`config.mk`:
```
export PLATFORM = sky130hd
export DESIGN_NAME = prescaled_counter
export DESIGN_NICKNAME = d
export VERILOG_FILES = /design/src/rtl/prescaled_counter.sv
export SDC_FILE = /design/constraint.sdc
export NUM_CORES = 1
export LEC_CHECK = 0
export ABC_AREA = 1
export CAP_MARGIN = 25
export CORE_UTILIZATION = 47
export CTS_BUF_LIST = sky130_fd_sc_hd__clkbuf_8
export DETAILED_ROUTE_END_ITERATION = 7
export MAX_ROUTING_LAYER = met4
export PLACE_DENSITY = 0.84
export SLEW_MARGIN = 20
export SYNTH_ARGS = -nofsm -noshare
export SYNTH_HDL_FRONTEND = slang
export SYNTH_SLANG_ARGS = --single-unit
```
`constraint.sdc`:
```
create_clock -name clk -period 1.65 [get_ports clk]
set_input_delay 0.33 -clock clk [delete_from_list [all_inputs] [get_ports clk]]
set_output_delay 0.33 -clock clk [all_outputs]
set_load 0.02 [all_outputs]
```
`src/rtl/prescaled_counter.sv`:
```
// Prescaled up/down counter with saturate-or-wrap range handling and registered step/wrap pulses.
// Define COUNTER_CMP_EN to add the match_val compare input and the registered match pulse.
module prescaled_counter #(
   parameter int unsigned WIDTH = 24,
   parameter int unsigned PRE_W = 16
) (
   input  logic             clk,
   input  logic             rst,
   input  logic             en,
   input  logic [PRE_W-1:0] prescale_lim,
   input  logic             up_dn,
   input  logic             sat,
   input  logic             load,
   input  logic [WIDTH-1:0] load_val,
`ifdef COUNTER_CMP_EN
   input  logic [WIDTH-1:0] match_val,
`endif
   output logic [WIDTH-1:0] count,
   output logic             tick,
   output logic             wrap
`ifdef COUNTER_CMP_EN
   ,
   output logic             match
`endif
);

   localparam logic [WIDTH-1:0] ALL_ONES = '1;

   logic [PRE_W-1:0] pre;
   logic [PRE_W-1:0] pre_n;
   logic [WIDTH-1:0] count_n;
   logic [WIDTH-1:0] stepped;
   logic             tick_n;
   logic             wrap_n;
   logic             terminal;
   logic             at_end;
   logic             hold_end;
   logic             changed;

   // Next-state: load beats everything; ">=" lets a lowered limit terminate immediately.
   always_comb begin
      pre_n    = pre;
      count_n  = count;
      tick_n   = 1'b0;
      wrap_n   = 1'b0;
      changed  = 1'b0;
      terminal = en && (pre >= prescale_lim);
      at_end   = up_dn ? (count == ALL_ONES) : (count == '0);
      hold_end = at_end && sat;
      stepped  = up_dn ? (count + WIDTH'(1)) : (count - WIDTH'(1));
      if (load) begin
         count_n = load_val;
         pre_n   = '0;
         changed = 1'b1;
      end else if (terminal) begin
         pre_n  = '0;
         tick_n = 1'b1;
         if (!hold_end) begin
            count_n = stepped;
            wrap_n  = at_end;
            changed = 1'b1;
         end
      end else if (en) begin
         pre_n = pre + PRE_W'(1);
      end
   end

   always_ff @(posedge clk or posedge rst) begin
      if (rst) begin
         pre   <= '0;
         count <= '0;
         tick  <= 1'b0;
         wrap  <= 1'b0;
      end else begin
         pre   <= pre_n;
         count <= count_n;
         tick  <= tick_n;
         wrap  <= wrap_n;
      end
   end

`ifdef COUNTER_CMP_EN
   logic match_n;

   // Only edges that actually write a new value may pulse; held counts stay quiet.
   always_comb begin
      match_n = changed && (count_n == match_val);
   end

   always_ff @(posedge clk or posedge rst) begin
      if (rst) begin
         match <= 1'b0;
      end else begin
         match <= match_n;
      end
   end
`else
   logic unused_changed;
   always_comb begin
      unused_changed = changed;
   end
`endif

endmodule

```
; Word level (Yosys, flattened, before mapping)
; Index checks and enable logic that the tools add are counted.
[classes]
add_sub_neg = 3
order_cmp = 1
eq_ne = 2
mux = 13
n_reduce_logical = 6
[ops]
columns = operator, n
row1 = $mux W24, 4
row2 = $mux W16, 3
row3 = $add A24 B1 Y24 const B, 1
row4 = $eq A24 B24 Y1 const B, 1
row5 = $logic_not A24 Y1, 1
row6 = $sub A24 B1 Y24 const B, 1
row7 = $add A16 B1 Y16 const B, 1
row8 = $ge A16 B16 Y1, 1
row9 = $mux W1, 6
row10 = $reduce_bool A3 Y1, 1
row11 = $logic_and A1 B1 Y1, 2
row12 = $ne A2 B2 Y1 const B, 1
row13 = $reduce_and A2 Y1, 1
row14 = $reduce_bool A2 Y1, 1
[word_totals]
ff_bits = 42
inputBits = 46
output_inout_bits = 26
elab_cells = 29

; Longest topological paths before layout
[depth]
word_depth = 6
depth_mapped = 16
ltp_nobuf = 15

; Worst setup path before layout
; OpenSTA, ideal clock, no wires.
[synth_timing]
path_type = in2reg
start = input port up_dn
end = register count[5]
setup_time_ns = 0.118
arrival_ns = 2.126
t_required_ns = 1.532
setup_slack_ns = -0.594
path_stages = 10
n_path_buf = 0
cell_sequence = inv_1 > ha_1 > or2_2 > nand3_1 > nand2_1 > or2_2 > nand3_1 > nand2_1 > nand2_2 > o21ai_2
[synth_between]
elab_chain_len = 4
elab_cells_between_ends = 8
cone_classes = 1 x eq/ne / 5 x mux / 2 x reduce/logical
[synth_rtl]
columns = element, line_no
row1 = start: declaration, 11  ; input logic up_dn,
row2 = $mux W24 / $mux W1 (equally long branches), "50, 48"
row3 = $mux W24 / $logic_and A1 B1 Y1 (equally long branches), "58, 49"
row4 = $mux W24 / $ne A2 B2 Y1 (equally long branches), --
row5 = $mux W24 / $reduce_and A2 Y1 (equally long branches), --
row6 = end signal: assignment, 76  ; count <= count_n;
row7 = end: declaration, 18  ; output logic [WIDTH-1:0] count,
; Parallel ways exist; a longest one is shown, timed or not. The select of a mux whose other input is x is not followed.
; A chain may end at the register's enable or synchronous reset.

; Worst setup path in the final report
[layout_timing]
start = register count[12]
end = register count[23]
[layout_between]
elab_chain_len = 5
elab_cells_between_ends = 12
cone_classes = 2 x add/sub / 2 x eq/ne / 5 x mux / 3 x reduce/logical
[layout_rtl]
columns = element, line_no
row1 = "$sub A24 B1 Y24, or another cell as far along", 50  ; stepped = up_dn ? (count + WIDTH'(1)) : (count - WIDTH'(1));
row2 = $mux W24 / $mux W1 (equally long branches), "50, 48"
row3 = $mux W24 / $logic_and A1 B1 Y1 (equally long branches), "58, 49"
row4 = $mux W24 / $ne A2 B2 Y1 (equally long branches), --
row5 = $mux W24 / $reduce_and A2 Y1 (equally long branches), --
; Parallel ways exist; a longest one is shown, timed or not. The select of a mux whose other input is x is not followed.

==> results.py <==
metrics = {
    "synthesis": {
        "yosysSeqAreaShare_pct": 23.1,
        "ys.warnings.count": 0,
        "synth_area_mm2": 0.00455,
        "synth_area_leaders": "nand2_1 24%, dfrtp_1 23%, inv_1 11%",
        "yosys.area.top_type_share_pct": 24.3,
        "syn_avg_cell_area_um2": 5.97,
        "synth_nets": 848,
        "synth_top_area_cell": "nand2_1",
        "ys_types": 32,
        "syn_inst": 762,
        "synth_seq_cells": 42,
    },
    "final_layout": {
        "utilization_pct": 86.2,
        "syn_to_final_growth_pct": 76.1,
        "final_cell_mix": "214 x nand2_1, 120 x buf_4, 110 x inv_1, 65 x nand2_2, 38 x nand3_1",
        "fill_cells": 436,
        "final_common_cell": "nand2_1",
        "final_nets": 1067,
        "layout-drive-gt1-share_pct": 42.2,
    },
    "clock_network": {
        "clock_latency_ps": 330,
        "root_buffer": "clkbuf_8",
        "tritoncts": "built",
        "clkSlewWorstSetupHoldPaths_ps": 130,
        "cts_buffer_depth": 2,
        "htreeDepth": 2,
        "cts_sinks": 42,
        "cts_made_buffers": 5,
    },
    "route": {
        "antenna_left": 0,
        "highest_layer": "met4",
        "finalWirelength_mm": 24.8,
        "vias": 6918,
        "dr.pass1.iters": 8,
        "route.met3.wl_mm": 3.44,
        "initialDrtViolationCount": 784,
        "wl_met2_mm": 10.8,
        "wl_per_cell_um": 22.3,
        "vias_per_cell": 6.22,
        "m1WireLength_mm": 7.84,
        "route.detailed.drc": 1,
    },
    "global_routing": {
        "grt_pass1_vias": 6509,
        "antenna_found_initial": 1,
        "overflow": 0,
        "grt_util_all_layers_pct": 41.1,
        "grt_max_degree": 43,
        "grt_pass1_wl_mm": 31.1,
    },
    "timing": {
        "tightest_slew_ps": 944,
        "slew_viol_final": 0,
        "rsz0062_at_grt": "true",
        "tns_ps": -19540,
        "setup_viol": 42,
        "post-route-min-period_ps": 2360,
        "skew_ps": 30.2,
        "finalCritPeriodShare_pct": 143,
        "fmax_mhz": 423,
        "relSlewSlack_pct": 36.9,
        "hold_violations": 0,
        "setup_slack_ps": -713,
        "holdWs_ps": 342,
    },
    "critical_path": {
        "worstReg2RegStart": "count[12]$_DFFE_PP0P_",
        "crit_type": "reg -> reg",
        "rrSetupSlack_ps": -710,
        "worst_r2r_path_depth": 14,
        "start_kind": "flip-flop",
        "crit_required_ps": 1790,
        "crit_end": "count[23]$_DFFE_PP0P_",
        "crit_path_start": "count[12]$_DFFE_PP0P_",
        "cp-end-kind": "flip-flop",
        "r2r-end": "count[23]$_DFFE_PP0P_",
        "crit_path_max_fanout": 4,
        "arrival_ps": 2500,
    },
    "floorplan": {
        "fp.dieW_um": 100,
        "die_area_mm2": 0.0101,
        "rows": 35,
        "die_y_um": 100,
        "io_pins": 72,
        "core_area_mm2": 0.00928,
        "start_util_pct": 49.0,
    },
    "outcome": {
        "failed_checks": "design-rule violations, negative setup slack",
        "status": "finished with violations",
    },
    "pwr": {
        "vdd_ir_drop_max_uv": 741,
        "p_per_area_mw_per_mm2": 881,
        "p_leak_nw": 3.99,
        "power.total_w": 0.00705,
    },
    "placement": {
        "dpl.hpwl_mm": 11.5,
        "io_buffers": 71,
        "place.gp.congestion": 1.01,
    },
    "worst_hold_path": {
        "min_path_type": "in -> async",
    },
    "job": {
        "max_cap_viol_count": 0,
    },
}
layout make-up:
class	instances	area, um2	area share [%]
diodes	1	2.50	0.0313
well taps	129	161	2.02
inverters	135	526	6.56
flip-flops and latches	42	1060	13.3
clock buffers	5	68.8	0.860
clock inverters	3	18.8	0.234
repair buffers	224	2090	26.1
multi-input cells	573	4070	50.9
registers in the layout (all words and copies together) (netlist names):
register	cells
count	24
wrap	1
tick	1
pre	16
worst min-delay path by stage:
stage	from	end	slack, ps	cells past startpoint
6_report	rst	pre[10]$_DFFE_PP0P_	340	3
4_1_cts	rst	count[5]$_DFFE_PP0P_	360	3
5_1_grt	rst	pre[10]$_DFFE_PP0P_	380	3
3_5_place_dp	count[22]$_DFFE_PP0P_	count[22]$_DFFE_PP0P_	620	2
2_1_floorplan	sat	wrap$_DFF_PP0_	400	1
3_3_place_gp	pre[0]$_DFFE_PP0P_	pre[0]$_DFFE_PP0P_	590	2
logic make-up (layout without fill, tap and decap cells):
logic type / after synthesis / count (layout) / share of synthesized area, %
AND/OR/NAND/NOR: 460 / 461 / 42.5
other: 0 / 1 / 0
AO/OA/AOI/OAI: 58 / 58 / 7.62
flip-flops: 42 / 42 / 23.1
adder cells (fa/ha/maj): 40 / 40 / 11.2
buffers and inverters: 148 / 367 / 12.9
XOR/XNOR: 14 / 14 / 2.70
timing repair:
action / CTS / global route
buffers inserted: 23 / 17
cloned: 8 / 0
pin swaps: 70 / 68
hold endpoints to repair: 0 / 0
setup endpoints to repair: 66 / 46
hold buffers: 0 / 0
gates resized for setup: 222 / 120
metrics by stage:
stage          setup slack, ps  cell area [um2]  instances
6_report                  -713             8010       1112
5_1_grt                   -702             8010       1112
4_1_cts                   -329             7550       1100
3_5_place_dp             -1030             6310       1062
3_3_place_gp             -1010             6310       1062
2_1_floorplan             -478             4610        762
power by group:
part | internal (W) | total, W | switching (W)
Sequential | 0.00117 | 0.00139 | 0.000220
Clock | 0.000301 | 0.000787 | 0.000486
Combinational | 0.00212 | 0.00488 | 0.00275
cell usage after synthesis:
master,count
a21o_1,1
a21oi_1,17
a31oi_1,2
and2_0,1
and2_1,2
buf_4,2
buf_6,3
clkbuf_1,8
dfrtp_1,42
fa_1,1
ha_1,39
inv_1,133
inv_2,2
nand2_1,294
nand2_2,3
nand2_4,1
nand3_1,62
nand3_2,1
nand3_4,1
nand3b_1,5
nand4_1,11
nor2_1,63
nor3_1,7
nor3_2,2
nor3b_1,1
o21ai_0,13
o21ai_1,4
o21ai_2,10
o22ai_1,11
or2_2,6
xnor2_1,6
xor2_1,8
critical path, cell delays in order, from the launching register on:
cell	delay, ps
dfrtp_2	440
buf_12	150
ha_4	260
nand2_1	90
nand2_1	110
nand2_1	140
nand2_2	120
inv_2	110
nand2_2	100
nand2_2	90
nand3_1	100
nand2_1	120
nand2_1	70
nand3_1	90
nand3_2	190
per-layer routing:
metal  up-vias  track usage [%]
li1       2817                -
met4         0             28.9
met1      3062             42.9
met5         -                -
met3       311             9.61
met2       728             68.5
Note: power is estimated with default switching activity, not from simulation.
